**src/rtl/tx_eth_header_builder_if.sv**
```systemverilog
// Port bundle of the TX Ethernet header builder: request, lookup, payload in, framed out.
// The master modport is the builder's own view; slave is the surrounding environment.
interface tx_eth_header_builder_if #(
  parameter int unsigned CNT_W = 16
);
  // Packet request
  logic              req_valid;
  logic              req_ready;
  logic [31:0]       req_dst_ip;

  // Endpoint MAC lookup request and result
  logic              lookup_valid;
  logic              lookup_ready;
  logic [31:0]       dst_ip;
  logic              lookup_done;
  logic              lookup_hit;
  logic              lookup_error;
  logic [47:0]       dst_mac;
  logic [47:0]       src_mac;

  // Payload byte stream in
  logic [7:0]        s_axis_tdata;
  logic              s_axis_tvalid;
  logic              s_axis_tready;
  logic              s_axis_tlast;

  // Framed byte stream out
  logic [7:0]        m_axis_tdata;
  logic              m_axis_tvalid;
  logic              m_axis_tready;
  logic              m_axis_tlast;

  // Status
  logic [CNT_W-1:0]  drop_count;
  logic              busy;

  modport master (
    input  req_valid, req_dst_ip,
    output req_ready,
    output lookup_valid, dst_ip,
    input  lookup_ready, lookup_done, lookup_hit, lookup_error, dst_mac, src_mac,
    input  s_axis_tdata, s_axis_tvalid, s_axis_tlast,
    output s_axis_tready,
    output m_axis_tdata, m_axis_tvalid, m_axis_tlast,
    input  m_axis_tready,
    output drop_count, busy
  );

  modport slave (
    output req_valid, req_dst_ip,
    input  req_ready,
    input  lookup_valid, dst_ip,
    output lookup_ready, lookup_done, lookup_hit, lookup_error, dst_mac, src_mac,
    output s_axis_tdata, s_axis_tvalid, s_axis_tlast,
    input  s_axis_tready,
    input  m_axis_tdata, m_axis_tvalid, m_axis_tlast,
    output m_axis_tready,
    input  drop_count, busy
  );
endinterface

```
**src/rtl/tx_eth_header_builder.sv**
```systemverilog
// Per-packet Ethernet framing: one MAC lookup per request, then a 14-byte header and
// payload passthrough on a hit, or a payload drain plus drop count on miss/error/timeout.
module tx_eth_header_builder #(
  parameter logic [15:0] ETHERTYPE      = 16'h0800,
  parameter int unsigned LOOKUP_TIMEOUT = 256,
  parameter int unsigned CNT_W          = 16
) (
  input logic                     clk,
  input logic                     rstn,
  tx_eth_header_builder_if.master bus
);

  localparam logic [2:0] S_IDLE    = 3'd0;
  localparam logic [2:0] S_LOOKUP  = 3'd1;
  localparam logic [2:0] S_WAIT    = 3'd2;
  localparam logic [2:0] S_HDR     = 3'd3;
  localparam logic [2:0] S_PAYLOAD = 3'd4;
  localparam logic [2:0] S_DROP    = 3'd5;

  localparam int unsigned         TMR_W    = $clog2(LOOKUP_TIMEOUT);
  localparam logic [TMR_W-1:0]    TMR_LAST = TMR_W'(LOOKUP_TIMEOUT - 1);
  localparam logic [3:0]          HDR_LAST = 4'd13;

  logic [2:0]        state, state_d;
  logic [TMR_W-1:0]  timer;
  logic [3:0]        hdr_idx;
  logic [47:0]       dst_mac_q;
  logic [47:0]       src_mac_q;
  logic [31:0]       dst_ip_q;
  logic              req_ready_q;
  logic [CNT_W-1:0]  drop_cnt;

  logic              lookup_ok;
  logic [7:0]        hdr_byte;
  logic [7:0]        m_tdata;
  logic              m_tvalid;
  logic              m_tlast;
  logic              s_tready;

  assign lookup_ok = bus.lookup_done && bus.lookup_hit && !bus.lookup_error;

  // Header byte selection: destination MAC, source MAC, EtherType, all MSB first.
  always_comb begin
    hdr_byte = 8'h00;
    case (hdr_idx)
      4'd0:    hdr_byte = dst_mac_q[47:40];
      4'd1:    hdr_byte = dst_mac_q[39:32];
      4'd2:    hdr_byte = dst_mac_q[31:24];
      4'd3:    hdr_byte = dst_mac_q[23:16];
      4'd4:    hdr_byte = dst_mac_q[15:8];
      4'd5:    hdr_byte = dst_mac_q[7:0];
      4'd6:    hdr_byte = src_mac_q[47:40];
      4'd7:    hdr_byte = src_mac_q[39:32];
      4'd8:    hdr_byte = src_mac_q[31:24];
      4'd9:    hdr_byte = src_mac_q[23:16];
      4'd10:   hdr_byte = src_mac_q[15:8];
      4'd11:   hdr_byte = src_mac_q[7:0];
      4'd12:   hdr_byte = ETHERTYPE[15:8];
      4'd13:   hdr_byte = ETHERTYPE[7:0];
      default: hdr_byte = 8'h00;
    endcase
  end

  // Stream outputs are a pure decode of state, so an async reset zeroes them at once.
  always_comb begin
    // NOTE: every output gets a default before the case so no path can infer a latch.
    m_tdata  = 8'h00;
    m_tvalid = 1'b0;
    m_tlast  = 1'b0;
    s_tready = 1'b0;
    case (state)
      S_HDR: begin
        m_tdata  = hdr_byte;
        m_tvalid = 1'b1;
      end
      S_PAYLOAD: begin
        m_tdata  = bus.s_axis_tdata;
        m_tvalid = bus.s_axis_tvalid;
        m_tlast  = bus.s_axis_tlast;
        s_tready = bus.m_axis_tready;
      end
      S_DROP:  s_tready = 1'b1;
      default: ;
    endcase
  end

  always_comb begin
    state_d = state;
    case (state)
      S_IDLE:    if (bus.req_valid && req_ready_q) state_d = S_LOOKUP;
      S_LOOKUP:  if (bus.lookup_ready) state_d = S_WAIT;
      S_WAIT: begin
        // A result arriving on the last timeout cycle still takes precedence.
        if (bus.lookup_done)      state_d = lookup_ok ? S_HDR : S_DROP;
        else if (timer == TMR_LAST) state_d = S_DROP;
      end
      S_HDR:     if (bus.m_axis_tready && hdr_idx == HDR_LAST) state_d = S_PAYLOAD;
      S_PAYLOAD: if (bus.s_axis_tvalid && bus.m_axis_tready && bus.s_axis_tlast) state_d = S_IDLE;
      S_DROP:    if (bus.s_axis_tvalid && bus.s_axis_tlast) state_d = S_IDLE;
      default:   state_d = S_IDLE;
    endcase
  end

  always_ff @(posedge clk or negedge rstn) begin
    if (!rstn) begin
      state       <= S_IDLE;
      timer       <= '0;
      hdr_idx     <= '0;
      dst_mac_q   <= '0;
      src_mac_q   <= '0;
      dst_ip_q    <= '0;
      req_ready_q <= 1'b0;
      drop_cnt    <= '0;
    end else begin
      // NOTE: non-blocking assignments so every register samples pre-edge values.
      state       <= state_d;
      req_ready_q <= (state_d == S_IDLE);
      case (state)
        S_IDLE:
          if (bus.req_valid && req_ready_q) dst_ip_q <= bus.req_dst_ip;
        S_LOOKUP:
          if (bus.lookup_ready) timer <= '0;
        S_WAIT: begin
          timer <= timer + TMR_W'(1);
          if (lookup_ok) begin
            dst_mac_q <= bus.dst_mac;
            src_mac_q <= bus.src_mac;
            hdr_idx   <= '0;
          end
        end
        S_HDR:
          if (bus.m_axis_tready) hdr_idx <= (hdr_idx == HDR_LAST) ? 4'd0 : hdr_idx + 4'd1;
        S_DROP:
          if (bus.s_axis_tvalid && bus.s_axis_tlast && drop_cnt != '1)
            drop_cnt <= drop_cnt + CNT_W'(1);
        default: ;
      endcase
    end
  end

  assign bus.req_ready     = req_ready_q;
  assign bus.lookup_valid  = (state == S_LOOKUP);
  assign bus.dst_ip        = dst_ip_q;
  assign bus.s_axis_tready = s_tready;
  assign bus.m_axis_tdata  = m_tdata;
  assign bus.m_axis_tvalid = m_tvalid;
  assign bus.m_axis_tlast  = m_tlast;
  assign bus.drop_count    = drop_cnt;
  assign bus.busy          = (state != S_IDLE);

endmodule
```
**src/flat_wrapper.sv**
```systemverilog
// flat-port wrapper written by rule: the top's interface ports become plain ports
module tx_eth_header_builder_flat 
#(
  parameter logic [15:0] ETHERTYPE      = 16'h0800,
  parameter int unsigned LOOKUP_TIMEOUT = 256,
  parameter int unsigned CNT_W          = 16
)
  (clk, rstn, bus_req_valid, bus_req_dst_ip, bus_req_ready, bus_lookup_valid, bus_dst_ip, bus_lookup_ready, bus_lookup_done, bus_lookup_hit, bus_lookup_error, bus_dst_mac, bus_src_mac, bus_s_axis_tdata, bus_s_axis_tvalid, bus_s_axis_tlast, bus_s_axis_tready, bus_m_axis_tdata, bus_m_axis_tvalid, bus_m_axis_tlast, bus_m_axis_tready, bus_drop_count, bus_busy);
  tx_eth_header_builder_if #(.CNT_W(CNT_W)) bus_i ();
  input logic clk;
  input logic rstn;
  input wire logic [$bits(bus_i.req_valid)-1:0] bus_req_valid;
  input wire logic [$bits(bus_i.req_dst_ip)-1:0] bus_req_dst_ip;
  output wire logic [$bits(bus_i.req_ready)-1:0] bus_req_ready;
  output wire logic [$bits(bus_i.lookup_valid)-1:0] bus_lookup_valid;
  output wire logic [$bits(bus_i.dst_ip)-1:0] bus_dst_ip;
  input wire logic [$bits(bus_i.lookup_ready)-1:0] bus_lookup_ready;
  input wire logic [$bits(bus_i.lookup_done)-1:0] bus_lookup_done;
  input wire logic [$bits(bus_i.lookup_hit)-1:0] bus_lookup_hit;
  input wire logic [$bits(bus_i.lookup_error)-1:0] bus_lookup_error;
  input wire logic [$bits(bus_i.dst_mac)-1:0] bus_dst_mac;
  input wire logic [$bits(bus_i.src_mac)-1:0] bus_src_mac;
  input wire logic [$bits(bus_i.s_axis_tdata)-1:0] bus_s_axis_tdata;
  input wire logic [$bits(bus_i.s_axis_tvalid)-1:0] bus_s_axis_tvalid;
  input wire logic [$bits(bus_i.s_axis_tlast)-1:0] bus_s_axis_tlast;
  output wire logic [$bits(bus_i.s_axis_tready)-1:0] bus_s_axis_tready;
  output wire logic [$bits(bus_i.m_axis_tdata)-1:0] bus_m_axis_tdata;
  output wire logic [$bits(bus_i.m_axis_tvalid)-1:0] bus_m_axis_tvalid;
  output wire logic [$bits(bus_i.m_axis_tlast)-1:0] bus_m_axis_tlast;
  input wire logic [$bits(bus_i.m_axis_tready)-1:0] bus_m_axis_tready;
  output wire logic [$bits(bus_i.drop_count)-1:0] bus_drop_count;
  output wire logic [$bits(bus_i.busy)-1:0] bus_busy;
  assign bus_i.req_valid = bus_req_valid;
  assign bus_i.req_dst_ip = bus_req_dst_ip;
  assign bus_req_ready = bus_i.req_ready;
  assign bus_lookup_valid = bus_i.lookup_valid;
  assign bus_dst_ip = bus_i.dst_ip;
  assign bus_i.lookup_ready = bus_lookup_ready;
  assign bus_i.lookup_done = bus_lookup_done;
  assign bus_i.lookup_hit = bus_lookup_hit;
  assign bus_i.lookup_error = bus_lookup_error;
  assign bus_i.dst_mac = bus_dst_mac;
  assign bus_i.src_mac = bus_src_mac;
  assign bus_i.s_axis_tdata = bus_s_axis_tdata;
  assign bus_i.s_axis_tvalid = bus_s_axis_tvalid;
  assign bus_i.s_axis_tlast = bus_s_axis_tlast;
  assign bus_s_axis_tready = bus_i.s_axis_tready;
  assign bus_m_axis_tdata = bus_i.m_axis_tdata;
  assign bus_m_axis_tvalid = bus_i.m_axis_tvalid;
  assign bus_m_axis_tlast = bus_i.m_axis_tlast;
  assign bus_i.m_axis_tready = bus_m_axis_tready;
  assign bus_drop_count = bus_i.drop_count;
  assign bus_busy = bus_i.busy;
  tx_eth_header_builder #(.ETHERTYPE(ETHERTYPE), .LOOKUP_TIMEOUT(LOOKUP_TIMEOUT), .CNT_W(CNT_W)) u_core (.clk(clk), .rstn(rstn), .bus(bus_i));
endmodule
```
**config.mk**
```make
export PLATFORM = sky130hd
export DESIGN_NAME = tx_eth_header_builder_flat
export DESIGN_NICKNAME = d
export VERILOG_FILES = /design/src/rtl/tx_eth_header_builder_if.sv /design/src/rtl/tx_eth_header_builder.sv /design/src/flat_wrapper.sv
export SDC_FILE = /design/constraint.sdc
export NUM_CORES = 1
export LEC_CHECK = 0
export CELL_PAD_IN_SITES_DETAIL_PLACEMENT = 1
export CELL_PAD_IN_SITES_GLOBAL_PLACEMENT = 1
export CORE_UTILIZATION = 35
export CTS_CLUSTER_DIAMETER = 120
export DETAILED_ROUTE_END_ITERATION = 12
export GPL_ROUTABILITY_DRIVEN = 0
export GPL_TIMING_DRIVEN = 0
export PLACE_DENSITY_LB_ADDON = 0.1
export SYNTH_ARGS = -nofsm -noshare
export SYNTH_HDL_FRONTEND = slang
export SYNTH_SLANG_ARGS = --single-unit
```
**constraint.sdc**
```tcl
create_clock -name clk -period 1.99 [get_ports clk]
set_input_delay 0.4975 -clock clk [delete_from_list [all_inputs] [get_ports clk]]
set_output_delay 0.4975 -clock clk [all_outputs]
set_load 0.01 [all_outputs]
```
==> run summary <==
The relative slew slack is 0.532. Summed over all nets, the half-perimeter wirelength after detailed placement is 18200 um. The Yosys warning count is 0. The run finished, with violations left. The maximum number of buffers from clock root to sink is 2. The routed design has 33400 um of wire.

Power spread over the standard cell area amounts to 1290 nW/um^2. The fmax is 335 MHz. The area added between synthesis and finish came out at 70.4%.

After detailed routing, the number of remaining DRC violations is 0. The I/O pin count came out at 208. Of all nets on the critical path, the largest fanout is 10.

The number of antenna violations at the first check in global routing came to 0. TritonCTS built the clock tree. The starting utilization of the core area came out at 0.360. The sequential fraction of the synthesis area came out at 0.526. The tree is rooted in a sky130_fd_sc_hd__clkbuf_16.

In the layout the commonest cells are sky130_fd_sc_hd__clkdlybuf4s50_1 (192), sky130_fd_sc_hd__dfrtp_1 (153), sky130_fd_sc_hd__mux2_4 (130). The share of final-layout standard cells stronger than drive strength 1 is 0.421. The post-synthesis instance area came out at 7610 sq um. The worst-case reg-to-reg path depth came out at 13. Counting flops with a built-in enable in the synthesized netlist gives 0. Setup repair after global routing could not meet its margin everywhere. The post-route antenna net violation count came out at 0. Synthesis produced a netlist whose cell count is 606.

The clock-pin slew reported for the worst setup and hold paths after clock tree synthesis came out at 0.08 ns. The hold violation total from the final report is 0. The die width came out at 149 um. The overall die height came out at 149 um. For this run the aggregate overflow at the end of global routing stands at 0.

The path class of the tightest hold or removal check is in -> async. The number of distinct library cells after synthesis came out at 63. The iteration count of the initial detailed-routing pass came out at 5. At the later pin of the worst-skew pair, clock insertion delay measures 0.44 ns. STA classifies the critical path startpoint as a register. The number of failing setup endpoints in the final timing report came out at 158. The data arrival time at the worst-slack endpoint came out at 2.49 ns. The mean instance size in the synthesized netlist came out at 12.6 sq um. 0 antenna diodes ended up in the layout. The least setup slack across all paths after layout is -0.995 ns.

The number of synthesized register bits came out at 160. After floorplanning, the core was divided into 53 placement rows. The number of nets in the layout came out at 1084. The pin count of the biggest net entering global routing came out at 94. The first routing iteration left 374 violations. The count of buffers from port buffering is 207. The deepest level of the CTS H-tree is 4. The number of nets handed over by synthesis was 754. The global-route usage over all layers is 0.283. For this design, the sink count on the clock tree is 160.

Final hold analysis gives a worst-case slack of 0.0216 ns. The floorplan step defined a die boundary enclosing 22300 sq um. The routed design could run at a clock period as short as 2.98 ns.

Buffers inserted during clock tree synthesis total 17. Among all flip-flop cells after synthesis, the most frequent one is sky130_fd_sc_hd__dfrtp_1. The standard cell core area came out at 21200 sq um. The detailed-route via count came out at 6960. The number of pins exceeding their max-slew limit in the final report is 0. The placed instance area came out at 10100 sq um. The actual transition at the worst max-transition pin came out at 0.696 ns. The number of max-capacitance violations reported came out at 0. The average routed wire per standard cell is 27.3 um. The fraction of registers with async set or reset after synthesis is 1.00.

For the worst setup path, the data required time is 1.49 ns. The critical path in this run is classified as reg -> out. The final cycle utilization of the critical path came out at 1.50.

For this design the static power due to leakage is 5.61 nW. The maximum resistive drop on vdd is 0.540 mV. Once layout is complete, the utilization of the core stands at 0.613. The worst setup path is captured at an output port.

The final standard cell area without fillers is 13000 sq um. After detailed routing, the number of vias per cell comes to 5.69. The via count of the first global-routing pass came out at 7315. The leading cell type in the layout, fill and taps excluded is sky130_fd_sc_hd__clkdlybuf4s50_1. The global-route wire length before repair came out at 45900 um.

The setup skew after layout is 0.0120 ns. The checks that failed: negative setup slack.
[metrics by stage]
step                      setup slack [ns]  std cells  total power [mW]  setup TNS, ns
after floorplan                   -0.00600        606              7.93       -0.00600
after global placement               -6.09       1088              10.0        -999.70
after detailed placement             -1.31       1089              10.3         -29.75
after CTS                           -0.904       1195              15.2         -26.41
after global routing                 -1.03       1224              17.3         -87.66
final                               -0.995       1224              16.7         -80.09
[power breakdown]
group / internal (mW) / switching [mW]
logic: 4.77 / 3.24
clock network: 1.64 / 1.54
registers: 4.54 / 0.967
[path summary, 6_finish.rpt]
kind / to / slack, ns / start
worst max-delay path: bus_m_axis_tdata[0] / -0.99 / u_core.hdr_idx[0]
max in group asynchronous: u_core.timer[6] / 1.08 / rstn
worst min-delay path: u_core.bus.dst_ip[11] / 0.02 / rstn
worst max register to register: u_core.dst_mac_q[15] / -0.67 / u_core.state[2]
min in group clk: u_core.bus.dst_ip[8] / 0.51 / u_core.bus.dst_ip[8]
worst min register to register: u_core.bus.dst_ip[8] / 0.51 / u_core.bus.dst_ip[8]
[final cells by class]
type	count	area [sq um]
clock inverter	14	105
tap	275	344
sequential	160	4010
timing repair buffer	313	3340
clock buffer	18	439
buffer	33	505
multi-input combinational	410	4210
fill	2034	8190
inverter	1	3.75
[Yosys cell counts, types with 4 or more instances]
cell type | n | area (sq um)
sky130_fd_sc_hd__a21oi_1 | 16 | 80.1
sky130_fd_sc_hd__a22o_1 | 7 | 61.3
sky130_fd_sc_hd__a22oi_1 | 6 | 45.0
sky130_fd_sc_hd__a31oi_1 | 6 | 37.5
sky130_fd_sc_hd__a32oi_1 | 4 | 35.0
sky130_fd_sc_hd__and3_1 | 9 | 56.3
sky130_fd_sc_hd__buf_12 | 10 | 200
sky130_fd_sc_hd__buf_2 | 8 | 40.0
sky130_fd_sc_hd__clkbuf_1 | 10 | 37.5
sky130_fd_sc_hd__dfrtp_1 | 160 | 4000
sky130_fd_sc_hd__mux2_2 | 132 | 1490
sky130_fd_sc_hd__mux2i_1 | 14 | 140
sky130_fd_sc_hd__nand2_1 | 37 | 139
sky130_fd_sc_hd__nand2b_1 | 5 | 31.3
sky130_fd_sc_hd__nand3_1 | 18 | 90.1
sky130_fd_sc_hd__nand3b_1 | 7 | 52.6
sky130_fd_sc_hd__nand4_1 | 13 | 81.3
sky130_fd_sc_hd__nor2_1 | 20 | 75.1
sky130_fd_sc_hd__nor2b_1 | 11 | 68.8
sky130_fd_sc_hd__nor3_1 | 7 | 35.0
sky130_fd_sc_hd__nor3b_1 | 5 | 37.5
sky130_fd_sc_hd__o21ai_0 | 23 | 115
sky130_fd_sc_hd__o22ai_1 | 4 | 25.0
sky130_fd_sc_hd__xnor2_1 | 6 | 52.6
sky130_fd_sc_hd__xor2_1 | 5 | 43.8
[worst max-delay path: stages (launching register included)]
cell and delay [ns]:
sky130_fd_sc_hd__dfrtp_1 0.37, sky130_fd_sc_hd__buf_6 0.16, sky130_fd_sc_hd__buf_8 0.19, sky130_fd_sc_hd__mux2i_2 0.26
sky130_fd_sc_hd__nor3b_1 0.08, sky130_fd_sc_hd__a221oi_1 0.31, sky130_fd_sc_hd__o21ai_1 0.17, sky130_fd_sc_hd__o31a_1 0.33
sky130_fd_sc_hd__buf_2 0.15
[sequential cells by signal, summed over array words and instances (netlist names)]
| name | cells |
|---|---|
| u_core.bus.dst_ip | 32 |
| u_core.bus.req_ready | 1 |
| u_core.timer | 8 |
| u_core.hdr_idx | 4 |
| u_core.dst_mac_q | 48 |
| u_core.src_mac_q | 48 |
| u_core.state | 3 |
| u_core.bus.drop_count | 16 |
[metal layers]
metal | up-vias | global-route usage | wire length, um | share of wire
li1 | 2893 | - | - | -
met1 | 3592 | 0.359 | 13100 | 0.39
met5 | - | 0 | 0 | 0
met2 | 363 | 0.469 | 16400 | 0.49
met3 | 112 | 0.0476 | 2280 | 0.068
met4 | 0 | 0.132 | 1670 | 0.050
[kinds of logic (layout without fill, tap and decap cells)]
| kind of cell | after synthesis | after routing | synth area share |
|---|---|---|---|
| adders and majority gates | 2 | 2 | 0.00329 |
| and+or+nand+nor | 156 | 157 | 0.114 |
| buffers and inverters | 37 | 379 | 0.0449 |
| DFF | 160 | 160 | 0.526 |
| muxes | 149 | 149 | 0.220 |
| AOI/OAI and AO/OA | 91 | 91 | 0.0794 |
| xor gates and xnor gates | 11 | 11 | 0.0127 |
[repair_timing]
item | CTS | global route
setup endpoints to repair | 141 | 168
pin swaps | 29 | 41
hold buffers | 0 | 0
resized for setup | 302 | 121
endpoints found under the hold margin | 0 | 0
setup buffers | 60 | 33
cloned | 15 | 3
Power figures use the tool's default switching activity.
